===== src/rtl/gpc_arb_pkg.sv =====
// Shared arbitration definitions for the general-purpose channel arbiters.
// Holds the arbitration mode encoding and the one-hot to index encoder.
package gpc_arb_pkg;

    typedef enum logic {
        ARB_FIXED = 1'b0,
        ARB_RR    = 1'b1
    } arb_mode_e;

    localparam int unsigned ONEHOT_MAXN = 64;

    // OR of the indices of all set bits; exact for a one-hot (or zero) input.
    function automatic int unsigned onehot2idx(input logic [ONEHOT_MAXN-1:0] oh);
        int unsigned idx;
        idx = 0;
        for (int unsigned i = 0; i < ONEHOT_MAXN; i++) begin
            if (oh[i]) idx = idx | i;
        end
        return idx;
    endfunction

endpackage


===== src/rtl/rr_pick.sv =====
// Combinational one-hot picker: round-robin scan from ptr, or fixed priority.
// The request vector is doubled so the wrapped scan is one linear priority pass.
module rr_pick
    import gpc_arb_pkg::*;
#(
    parameter  int NR = 2,
    localparam int IW = $clog2(NR)
) (
    input  logic [NR-1:0] req,
    input  logic [IW-1:0] ptr,
    input  arb_mode_e     mode,
    output logic [NR-1:0] grant
);

    logic [2*NR-1:0] req2;
    logic [2*NR-1:0] window;
    logic [2*NR-1:0] masked;
    int unsigned     base;
    logic            found;

    always_comb begin
        base   = (mode == ARB_RR) ? 32'(ptr) : 32'd0;
        req2   = {req, req};
        window = '0;
        for (int unsigned j = 0; j < 2 * NR; j++) begin
            window[j] = (j >= base) && (j < base + NR);
        end
        masked = req2 & window;
        grant  = '0;
        found  = 1'b0;
        for (int unsigned j = 0; j < 2 * NR; j++) begin
            if (masked[j] && !found) begin
                grant[j % NR] = 1'b1;
                found         = 1'b1;
            end
        end
    end

endmodule


===== src/rtl/onehot_arb_mux.sv =====
// Arbitrates NR valid/ready channels onto one registered output channel.
// Grant is generated internally, so the data select is always one-hot or zero.
module onehot_arb_mux
    import gpc_arb_pkg::*;
#(
    parameter  int NR = 2,
    parameter  int DW = 32,
    parameter  int RR = 1,
    localparam int IW = $clog2(NR)
) (
    input  logic             clk,
    input  logic             rst_n,
    input  logic [NR-1:0]    in_valid,
    output logic [NR-1:0]    in_ready,
    input  logic [NR*DW-1:0] in_data,
    output logic             out_valid,
    input  logic             out_ready,
    output logic [DW-1:0]    out_data,
    output logic [NR-1:0]    out_grant,
    output logic [IW-1:0]    out_idx
);

    localparam arb_mode_e MODE = (RR != 0) ? ARB_RR : ARB_FIXED;

    logic [IW-1:0] ptr;
    logic [NR-1:0] g;
    logic [IW-1:0] g_idx;
    logic [DW-1:0] mux_data;
    logic          load;

    rr_pick #(.NR(NR)) u_pick (
        .req   (in_valid),
        .ptr   (ptr),
        .mode  (MODE),
        .grant (g)
    );

    // rst_n gates load so no input is accepted while reset is held.
    assign load     = rst_n && (!out_valid || out_ready) && (|in_valid);
    assign in_ready = load ? g : '0;
    assign g_idx    = IW'(onehot2idx(ONEHOT_MAXN'(g)));

    always_comb begin
        mux_data = '0;
        for (int unsigned i = 0; i < NR; i++) begin
            mux_data = mux_data | (in_data[i*DW +: DW] & {DW{g[i]}});
        end
    end

    always_ff @(posedge clk or negedge rst_n) begin
        if (!rst_n) begin
            out_valid <= 1'b0;
            out_data  <= '0;
            out_grant <= '0;
            out_idx   <= '0;
            ptr       <= '0;
        end else if (load) begin
            out_valid <= 1'b1;
            out_data  <= mux_data;
            out_grant <= g;
            out_idx   <= g_idx;
            if (MODE == ARB_RR) begin
                ptr <= (g_idx == IW'(NR - 1)) ? '0 : g_idx + IW'(1);
            end
        end else if (out_ready) begin
            out_valid <= 1'b0;
        end
    end

endmodule


===== config.mk =====
export PLATFORM = sky130hd
export DESIGN_NAME = onehot_arb_mux
export DESIGN_NICKNAME = d
export VERILOG_FILES = /design/src/rtl/gpc_arb_pkg.sv /design/src/rtl/rr_pick.sv /design/src/rtl/onehot_arb_mux.sv
export SDC_FILE = /design/constraint.sdc
export NUM_CORES = 1
export LEC_CHECK = 0
export CAP_MARGIN = 25
export CORE_UTILIZATION = 35
export CTS_BUF_LIST = sky130_fd_sc_hd__clkbuf_2
export DETAILED_ROUTE_END_ITERATION = 6
export GPL_TIMING_DRIVEN = 0
export PLACE_DENSITY = 0.77
export SLEW_MARGIN = 40
export SYNTH_ARGS = -nofsm -noshare
export SYNTH_HDL_FRONTEND = slang
export SYNTH_HIERARCHICAL = 1
export SYNTH_SLANG_ARGS = --single-unit

===== constraint.sdc =====
create_clock -name clk -period 3.2 [get_ports clk]
set_clock_uncertainty 0.15 [all_clocks]
set_input_delay 0.64 -clock clk [delete_from_list [all_inputs] [get_ports clk]]
set_output_delay 0.64 -clock clk [all_outputs]
set_load 0.005 [all_outputs]

==> reports/results.ini <==
[global_routing]
grt_overflow=0
grt_max_degree=38
grt_pass1_vias=1422
grt.total_usage=0.1808
grt_pass1_wl_um=7058
antenna_found_initial=0

[routing]
wirelength_um=4563
first_pass_iters=4
routed_via_density=4.821
drtIter0Drc=60
ant_nets=0
drc=0
via_count=1485
wire_per_inst_um=14.81

[clocking]
cts_root_buffer=clkbuf_2
clock-sinks=36
clock_latency_ns=0.37
clk_pin_slew_worst_paths_ns=0.18
clockBufferDepth=2
cts_buffers=5
tritoncts=yes
cts.htree.levels=2

[finish]
post-route-util=0.6162
diodes=0
drive_gt1_frac=0.2116
nets=310
synthToLayoutAreaGrowth_pct=68.31
fill_cells=400

[power_and_ir_drop]
switching_share=0.2658
combinationalPowerShare=0.390
p_int_mw=0.9440
leakage_nw=1.250
p_seq_frac=0.463
ir_drop_uv=241.1
clkPwrFrac=0.147
power.density_nw_per_um2=441.8
switchingPower_mw=0.3418

[synth]
synth_top_area_frac=0.5210
syn_area_um2=1729
synth.yosys.seq_area_share=0.5210
ys_top_cells_by_count=36 x dfrtp_1, 34 x mux2_2, 32 x a22o_1
ys_ff_latch=36
synthArstFlopShare=1.000
syn_avg_cell_area_um2=13.51
synth_top_cell_by_area=dfrtp_1
synth_edf_count=0
synth.distinct_cells=17
synth_cells=128
yosysWarnings=6
synth_area_leaders=dfrtp_1 52%, mux2_2 22%, a22o_1 16%
synthFlopType=dfrtp_1
yosysMostFrequentCell=dfrtp_1

[worst_setup_path]
cp.required_ns=2.41
startpoint_type=primary input
timing.critical_path.mode_cell=clkdlybuf4s50_1
worstPathMaxFanout=17
crit_path_cell_trace=clkdlybuf4s50_1, a21boi_1, buf_2, and2_1, clkdlybuf4s50_1
critPathCaptureType=output pin
cpPeakStageDelay_ns=0.51
criticalPathCategory=primary input to output pin
cp_data_arrival_time_ns=2.28
slowest_stage=clkdlybuf4s50_1
path_buf_inv=3
crit_family=buffers and inverters
r2r_slack_ns=1.30

[timing]
rsz0062_at_grt=false
finalCritPeriodShare=0.9588
max_freq_ghz=0.3259
hold_viol_final=0
fin_crit_ns=3.068
setup_tns_ns=0
final-setup-viol-count=0
drv_slew=0

[floorplanning]
dieArea_um2=5226
die_h_um=72.29
start_util=0.3661
design.core.area_um2=4723
dieWidth_um=72.29
std_cell_rows=25
ios=107

[status]
status=finished, final reports clean

[place]
hpwl_um=3483
place_congestion=0.6915
port_buffers=106

[job]
maxCapViolations=0

[worst_hold_path]
hold_class=primary input to asynchronous set/reset pin

## cell type report
type | instances | area (um^2) | area share
Multi-Input combinational cell | 77 | 740.7 | 0.2545
Inverter | 4 | 15.01 | 0.005159
Timing Repair Buffer | 107 | 1066 | 0.3663
Tap cell | 67 | 83.83 | 0.02880
Buffer | 10 | 71.32 | 0.02451
Clock buffer | 5 | 25.02 | 0.008598
Clock inverter | 2 | 7.507 | 0.002580
Sequential cell | 36 | 900.9 | 0.3095
## repair_timing
item / in CTS / in global routing
setup buffers: 1 / 0
endpoints found under the setup margin: 2 / 1
gates resized for setup: 2 / 3
endpoints found under the hold margin: 0 / 0
hold buffers: 0 / 0
## cells in the final DEF, fill, tap and decap left out
master	netlist	final
o21ai_0	1	1
o21ai_2	1	1
nand2_1	1	1
clkbuf_2	0	5
buf_4	1	4
and2_1	2	2
buf_2	4	3
clkinv_1	0	2
dfrtp_1	36	36
conb_1	1	2
a31oi_1	1	1
clkbuf_1	4	2
a21boi_1	1	1
clkdlybuf4s50_1	0	105
a22o_1	32	32
buf_6	3	3
mux2i_1	1	1
a21oi_4	1	1
mux2_2	34	34
inv_1	4	4
## cells by family after synthesis
logic type,share of synthesized area
flip-flops,0.5210
AO/OA/AOI/OAI,0.1874
buffers and inverters,0.05282
AND/OR/NAND/NOR,0.009403
other,0.002169
multiplexers,0.2272
## layer usage
| metal | part of all wire | routed length (um) | GRT usage |
|---|---|---|---|
| met5 | 0 | 0 | 0 |
| met1 | 0.42 | 1910 | 0.2238 |
| met3 | 0.079 | 360 | 0.05694 |
| met4 | 0.013 | 61 | 0.05882 |
| met2 | 0.49 | 2231 | 0.3001 |
## registers in the layout, summed over array words and instances, names as in the netlist
name and cells:
ptr 1, out_data 32, out_grant 2, out_valid 1
## power groups by stage
stage	Combinational [mW]	Clock, mW	Sequential, mW
after floorplan	0.170	0	0.612
after global placement	0.501	0	0.600
after detailed placement	0.508	0	0.606
after CTS	0.511	0.200	0.596
after global routing	0.537	0.220	0.606
final	0.502	0.189	0.595
## through the flow
step | hold WS [ns] | area, um^2 | instances | power [mW] | setup WS, ns
floorplan | 0.1944 | 1733 | 129 | 0.7819 | 1.048
global placement | 0.3377 | 2878 | 302 | 1.101 | -1.395
detailed placement | 0.3441 | 2875 | 302 | 1.114 | -0.2046
CTS | 0.04372 | 2915 | 309 | 1.307 | 0.01164
global route | 0.03679 | 2910 | 308 | 1.364 | 0.02244
finish | 0.04929 | 2910 | 308 | 1.286 | 0.1320
## path summary, 6_finish.rpt
check,start,endpoint,depth (start not counted)
worst max-delay path,in_valid[1],in_ready[1],5
worst min-delay path,rst_n,out_data[13],1
worst max register to register,ptr,out_data[0],6
worst min register to register,out_grant[0],out_grant[0],1
max in group asynchronous,rst_n,out_data[27],1
min in group clk,out_grant[0],out_grant[0],1
## worst reg2reg max path, cell delays in order, from the launching register on
cell and delay [ns]:
dfrtp_1 0.41, nand2_1 0.07, a21boi_1 0.13, buf_2 0.31
clkbuf_1 0.43, a22o_1 0.21, mux2_2 0.14
(Power assumes the default switching activity.)
